`src/rtl/operand_collector.sv`:
```
// operand_collector: gathers up to DEPTH put words into ordered slots and,
// on flush, publishes them as one group to held output registers.
module operand_collector #(
  parameter int unsigned WIDTH    = 8,
  parameter int unsigned DEPTH    = 3,
  parameter int unsigned OVF_MODE = 0,
  parameter int unsigned CW       = $clog2(DEPTH + 1)
) (
  input  logic                   clk,
  input  logic                   reset,
  input  logic                   put_valid,
  input  logic [WIDTH-1:0]       put_data,
  output logic                   put_ready,
  input  logic                   flush,
  output logic [DEPTH*WIDTH-1:0] out_data,
  output logic [DEPTH-1:0]       out_mask,
  output logic [CW-1:0]          out_count,
  output logic [CW-1:0]          count,
  output logic                   empty,
  output logic                   full,
  output logic                   overflow,
  output logic                   done
);

  typedef enum logic [1:0] {
    S_EMPTY   = 2'd0,
    S_FILLING = 2'd1,
    S_FULL    = 2'd2
  } state_e;

  state_e                        state_q, state_d;
  logic [DEPTH-1:0][WIDTH-1:0]   slots_q, slots_d;
  logic [CW-1:0]                 count_q, count_d;
  logic [DEPTH*WIDTH-1:0]        out_data_q, out_data_d;
  logic [DEPTH-1:0]              out_mask_q, out_mask_d;
  logic [CW-1:0]                 out_count_q, out_count_d;
  logic                          overflow_q, overflow_d;
  logic                          done_q, done_d;
  logic                          ovf_evt;

  // State and datapath registers, all cleared asynchronously.
  always_ff @(posedge clk or negedge reset) begin
    if (!reset) begin
      state_q     <= S_EMPTY;
      slots_q     <= '0;
      count_q     <= '0;
      out_data_q  <= '0;
      out_mask_q  <= '0;
      out_count_q <= '0;
      overflow_q  <= 1'b0;
      done_q      <= 1'b0;
    end else begin
      state_q     <= state_d;
      slots_q     <= slots_d;
      count_q     <= count_d;
      out_data_q  <= out_data_d;
      out_mask_q  <= out_mask_d;
      out_count_q <= out_count_d;
      overflow_q  <= overflow_d;
      done_q      <= done_d;
    end
  end

  // Put handling first, then flush publishes the post-put slot image.
  always_comb begin
    slots_d     = slots_q;
    count_d     = count_q;
    overflow_d  = overflow_q;
    out_data_d  = out_data_q;
    out_mask_d  = out_mask_q;
    out_count_d = out_count_q;
    done_d      = 1'b0;
    ovf_evt     = 1'b0;

    if (put_valid) begin
      if (state_q == S_FULL) begin
        ovf_evt = 1'b1;
        if (OVF_MODE == 0) begin
          slots_d[DEPTH-1] = put_data;
        end
      end else begin
        for (int unsigned i = 0; i < DEPTH; i++) begin
          if (CW'(i) == count_q) begin
            slots_d[i] = put_data;
          end
        end
        count_d = count_q + CW'(1);
      end
    end

    if (ovf_evt) begin
      overflow_d = 1'b1;
    end

    if (flush) begin
      out_data_d = slots_d;
      for (int unsigned i = 0; i < DEPTH; i++) begin
        out_mask_d[i] = (CW'(i) < count_d);
      end
      out_count_d = count_d;
      slots_d     = '0;
      count_d     = '0;
      // An overflow in the flush cycle itself survives into the next group.
      overflow_d  = ovf_evt;
      done_d      = 1'b1;
    end
  end

  // Next state follows the resulting occupancy.
  always_comb begin
    state_d = state_q;
    if (count_d == '0) begin
      state_d = S_EMPTY;
    end else if (count_d == CW'(DEPTH)) begin
      state_d = S_FULL;
    end else begin
      state_d = S_FILLING;
    end
  end

  assign put_ready = (OVF_MODE == 0) ? 1'b1 : (state_q != S_FULL);
  assign out_data  = out_data_q;
  assign out_mask  = out_mask_q;
  assign out_count = out_count_q;
  assign count     = count_q;
  assign empty     = (state_q == S_EMPTY);
  assign full      = (state_q == S_FULL);
  assign overflow  = overflow_q;
  assign done      = done_q;

endmodule

```
`config.mk`:
```
export PLATFORM = sky130hd
export DESIGN_NAME = operand_collector
export DESIGN_NICKNAME = d
export VERILOG_FILES = /design/src/rtl/operand_collector.sv
export SDC_FILE = /design/constraint.sdc
export NUM_CORES = 1
export LEC_CHECK = 0
export ABC_CLOCK_PERIOD_IN_PS = 2200
export CAP_MARGIN = 20
export CORE_MARGIN = 5
export CORE_UTILIZATION = 50
export DETAILED_ROUTE_END_ITERATION = 8
export DONT_BUFFER_PORTS = 1
export HOLD_SLACK_MARGIN = 0.05
export PLACE_DENSITY = 0.64
export SLEW_MARGIN = 40
export SYNTH_ARGS = -nofsm -noshare
export SYNTH_HDL_FRONTEND = slang
export SYNTH_SLANG_ARGS = --single-unit
```
`constraint.sdc`:
```
create_clock -name clk -period 2.2 [get_ports clk]
set_clock_uncertainty 0.2 [all_clocks]
set_input_delay 0.11 -clock clk [delete_from_list [all_inputs] [get_ports clk]]
set_output_delay 0.11 -clock clk [all_outputs]
set_load 0.02 [all_outputs]
```
# After elaboration in Yosys (flattened, before gate mapping)
# Index checks and enable logic that the tools add are counted.
[word_totals]
output_inout_bits = 36
register_bits = 59
wordCells = 39
[op_classes]
mux = 17
n_eq_ne = 4
n_reduce_logical = 4
order_cmp = 3
addsub = 1
[op_table]
columns = ["operator", "n"]
rows = [
  ["24-bit two-way mux", 2],
  ["8-bit two-way mux", 4],
  ["16-bit two-way mux", 1],
  ["2-bit two-way mux", 5],
  ["2-bit zero test", 3],
  ["1-bit two-way mux", 5],
  ["2-bit == test, second input constant", 2],
  ["1-bit by 2-bit less-than comparator with 1-bit output, first input constant", 2],
  ["2-bit by 1-bit adder with 2-bit output, second input constant", 1],
  ["1-bit by 2-bit == test with 1-bit output, first input constant", 1],
  ["2-bit == test, first input constant", 1],
  ["2-bit less-than comparator, first input constant", 1],
  ["2-bit nonzero test", 1],
]

# Logic depth before layout (Yosys ltp)
[depth]
ltp_word = 7
depth_mapped = 7
ltp_nobuf = 5

# Worst setup path before layout
# No wires, ideal clock.
[synth_path]
path_kind = "reg-to-reg"
start = "register count_q[0], in the netlist count[0]"
end = "register out_data_q[22], in the netlist out_data[22]"
setup_ns = 0.142
slack_ns = 0.459
t_arrival_ns = 1.400
stages_incl_launch_ff = 7
path_buffers = 1
period_less_slack_ns = 1.741
path_cell_list = "dfrtp_1 > inv_1 > ha_1 > clkbuf_4 > nor2b_1 > a22oi_1 > a31oi_1"
[synth_between]
elab_chain_len = 4
[synth_rtl]
columns = ["item", "line", "source"]
rows = [
  ["start, declared", "33", "logic [CW-1:0] count_q, count_d;"],
  ["start signal, assigned", "55", "count_q <= count_d;"],
  ["2-bit == test", "83", "if (CW'(i) == count_q) begin"],
  ["8-bit two-way mux", "83", ""],
  ["8-bit two-way mux", "76", "if (state_q == S_FULL) begin"],
  ["24-bit two-way mux", "75", "if (put_valid) begin"],
  ["end signal, assigned", "56", "out_data_q <= out_data_d;"],
  ["end, declared", "34", "logic [DEPTH*WIDTH-1:0] out_data_q, out_data_d;"],
]
# No other way between the ends.
# A chain may end at the register's enable or synchronous reset.

# Worst setup path after layout
[layout_path]
start = "register count_q[1], in the netlist count[1]"
end = "register state_q[0]"
[layout_between]
elab_chain_len = 7
elab_cells_between_ends = 8
[layout_rtl]
columns = ["item", "line", "source"]
rows = [
  ["2-bit by 1-bit adder with 2-bit output", "87", "count_d = count_q + CW'(1);"],
  ["2-bit two-way mux", "76", ""],
  ["2-bit two-way mux *", "75", ""],
  ["2-bit two-way mux *", "95", "if (flush) begin"],
  ["net count_d[1]", "33", ""],
  ["2-bit == test", "114", "end else if (count_d == CW'(DEPTH)) begin"],
  ["2-bit two-way mux", "114", ""],
  ["2-bit two-way mux *", "112", "if (count_d == '0) begin"],
  ["net state_d[0]", "31", "state_e state_q, state_d;"],
  ["end signal, assigned", "53", "state_q <= state_d;"],
  ["end, declared", "31", ""],
]
# Mark *: on every way through the listed nets, which the timed path passes. The rest lies on a longest branch.

==> results.py <==
metrics = {
    "run_status": {
        "status": "completed",
    },
    "power_and_ir_drop": {
        "report.power.total_mw": 2.46,
        "cellPowerDensity_nw_per_um2": 783,
        "p_leak_nw": 1.33,
        "ir_worst_vdd_v": 0.000370,
    },
    "floorplan": {
        "io-pin-count": 48,
        "std_cell_rows": 26,
        "die-area_sq_um": 6660,
        "placeableCoreArea_sq_um": 5040,
        "initial_utilization_pct": 50.9,
        "chipHeight_um": 81.6,
        "fp.dieW_um": 81.6,
    },
    "yosys": {
        "synth.largest_area_cell": "sky130_fd_sc_hd__dfrtp_1",
        "post_synth_xor_area_fraction_pct": 0,
        "synth_top_area_share_pct": 56.6,
        "netlist_area_sq_um": 2560,
        "proportion_of_synthesized_chip_area_in_sequential_cells_pct": 56.6,
        "dominant_combinational_cell_family_by_area_after_synthesis": "compound AO/OA/AOI/OAI gates",
        "ys_types": 31,
        "synth_enable_flop_cells": 0,
        "synthAdderAreaFrac_pct": 1.95,
        "netlist_top_cells_area": "sky130_fd_sc_hd__dfrtp_1 57%, sky130_fd_sc_hd__a31oi_1 6.3%, sky130_fd_sc_hd__a21oi_1 5.1%, sky130_fd_sc_hd__nor2_1 4.2%, sky130_fd_sc_hd__o211ai_2 3.9%",
        "synth_compound_gate_area_share_pct": 22.2,
        "synth_cells": 246,
        "async_reset_ff_share_pct": 100,
        "synth_nets": 262,
        "synth_top_cells_by_count": "58 x sky130_fd_sc_hd__dfrtp_1, 29 x sky130_fd_sc_hd__nor2_1, 26 x sky130_fd_sc_hd__a21oi_1, 26 x sky130_fd_sc_hd__a31oi_1, 18 x sky130_fd_sc_hd__nand3_1",
        "ys_ff_latch": 58,
        "synth_ff_type": "sky130_fd_sc_hd__dfrtp_1",
        "yosysWarningCount": 0,
        "synth-simple-area-share_pct": 12.4,
        "yosysMostFrequentCell": "sky130_fd_sc_hd__dfrtp_1",
        "synthMuxAreaShare_pct": 0,
        "post_synth.cell_area_avg_sq_um": 10.4,
    },
    "detailed_routing": {
        "via_count": 1978,
        "wl_per_cell_um": 17.5,
        "drtPass1Iterations": 5,
        "detail_route.drc_violations": 0,
        "drt-total-wl_um": 6110,
        "vias_per_cell": 5.65,
        "detailedRoute.firstIterationViolations": 183,
        "number_of_nets_still_failing_antenna_checks_after_routing": 0,
    },
    "place": {
        "dp_hpwl_um": 3560,
        "portBuffers": 0,
        "place.gp.congestion": 0.731,
    },
    "timing": {
        "finalCritPeriodShare_pct": 96.3,
        "setup_violations": 0,
        "worst-slew-pin-transition_ns": 0.564,
        "final_min_period_ns": 2.12,
        "timing.max_slew.rel_slack_pct": 62.3,
        "fmax_ghz": 0.472,
        "final-hold-violation-count": 0,
        "slew_violations": 0,
    },
    "clocking": {
        "clock_tree_from_tritoncts": "built",
        "cts_htree_levels": 3,
        "clock_tree.buffer_depth": 2,
        "cts_made_buffers": 9,
        "clk_pin_slew_ns": 0.07,
        "ctsRootBufferMaster": "sky130_fd_sc_hd__clkbuf_8",
        "cts_num_sinks": 58,
        "clock_latency_ns": 0.34,
    },
    "min_path": {
        "timing.hold.worst.class": "in2reg",
    },
    "final_layout": {
        "insertedDiodeCount": 0,
        "area.growth.synth_to_final_pct": 22.8,
        "fin_nets": 292,
        "layout_cell_share_with_drive_strength_beyond_1_pct": 13.6,
        "finalCoreUtilization_pct": 62.5,
    },
    "grt": {
        "grt_overflow": 0,
        "groute.usage.overall_pct": 20.1,
        "grt_max_degree": 85,
        "global_route_wire_length_before_repair_um": 9820,
        "antenna_violations_before_repair": 0,
        "first_global_vias": 1966,
    },
    "critical_path": {
        "crit_path_end_kind": "flop",
        "worstReg2RegEnd": "state_q[0]$_DFF_PN0_",
        "crit_path_end": "state_q[0]$_DFF_PN0_",
        "timing.critical_path.fanout_max": 4,
        "timing.critical_path.required_ns": 2.23,
        "timing.rr.start": "count[1]$_DFF_PN0_",
        "r2r_slack_ns": 0.08,
        "setup.worst_path.class": "reg2reg",
        "timing.critical_path.from": "count[1]$_DFF_PN0_",
        "worstSetupStartpointType": "flop",
        "ff2ff_path_depth": 6,
        "timing.critical_path.arrival_ns": 2.15,
    },
    "job": {
        "cap_violations": 0,
    },
}
## flip-flops by register name (all words and copies together) (netlist names)
name	cells
count	2
done	1
out_count	1
out_data	24
out_mask	3
overflow	1
slots_q	24
state_q	2
## stage by stage
step / TNS, ns / hold slack [ns] / instance area (sq um) / instances / setup slack, ns
finish: 0 / 0.0602 / 3150 / 350 / 0.0806
global route: -0.00672 / 0.0832 / 3150 / 350 / -0.00672
CTS: 0 / 0.0501 / 3110 / 350 / 0.0151
detailed placement: 0 / -0.383 / 2540 / 298 / 0.468
global placement: 0 / -0.383 / 2540 / 298 / 0.488
floorplan: 0 / -0.386 / 2560 / 246 / 0.459
## kinds of logic after synthesis
group | count (synthesis)
DFF | 58
adders and majority gates | 4
and+or+nand+nor | 66
AOI/OAI and AO/OA | 89
buffers and inverters | 28
other | 1
## what timing repair did
item                                    in CTS  in global routing
hold buffers                                37                  1
resized for setup                            0                 13
buffers inserted                             0                  1
endpoints found under the setup margin       0                 32
endpoints found under the hold margin      116                  1
## power breakdown
part / switching, mW / internal [mW]
clock: 0.408 / 0.458
sequential: 0.130 / 1.15
combinational: 0.180 / 0.138
## critical path: stages (launching register included)
cell                            delay (ns)
sky130_fd_sc_hd__dfrtp_1              0.38
sky130_fd_sc_hd__inv_2                0.08
sky130_fd_sc_hd__ha_4                 0.28
sky130_fd_sc_hd__nand3_1              0.12
sky130_fd_sc_hd__a21oi_2              0.14
sky130_fd_sc_hd__dlygate4sd3_1        0.58
sky130_fd_sc_hd__ha_1                 0.23
## final cells by class
class | count | area [sq um]
Timing Repair Buffer | 42 | 457
Inverter | 5 | 21.3
Sequential cell | 58 | 1450
Clock buffer | 12 | 155
Multi-Input combinational cell | 160 | 962
Tap cell | 70 | 87.6
Clock inverter | 3 | 15.0
Fill cell | 397 | 1890
## worst min path at each step
stage	startpoint	to	slack [ns]	cells after the start
after detailed placement	reset	out_data[20]$_DFFE_PN0P_	-0.38	0
after CTS	put_valid	slots_q[1]$_DFF_PN0_	0.05	3
after global placement	reset	out_data[18]$_DFFE_PN0P_	-0.38	0
after floorplan	reset	count[0]$_DFF_PN0_	-0.39	0
final	put_valid	out_data[10]$_DFFE_PN0P_	0.06	3
after global routing	put_valid	out_data[10]$_DFFE_PN0P_	0.08	3
## per-layer routing
layer  wire length [um]  GRT usage [%]
met1               2670           26.6
met3                413           7.24
met5                  0              0
met4                 59           9.80
met2               2980           29.2
## cell usage in the layout (no fill, tap or decap), drive strengths merged, types with 4 or more instances in the layout
master and n:
dlygate4sd3 34, nand3 18, o21ai 18, nor2 29
a31oi 26, nand2 4, ha 4, buf 8
clkbuf 12, o211ai 8, a22oi 8, nor2b 6
inv 5, dfrtp 58, a21oi 26
Power figures use the tool's default switching activity.
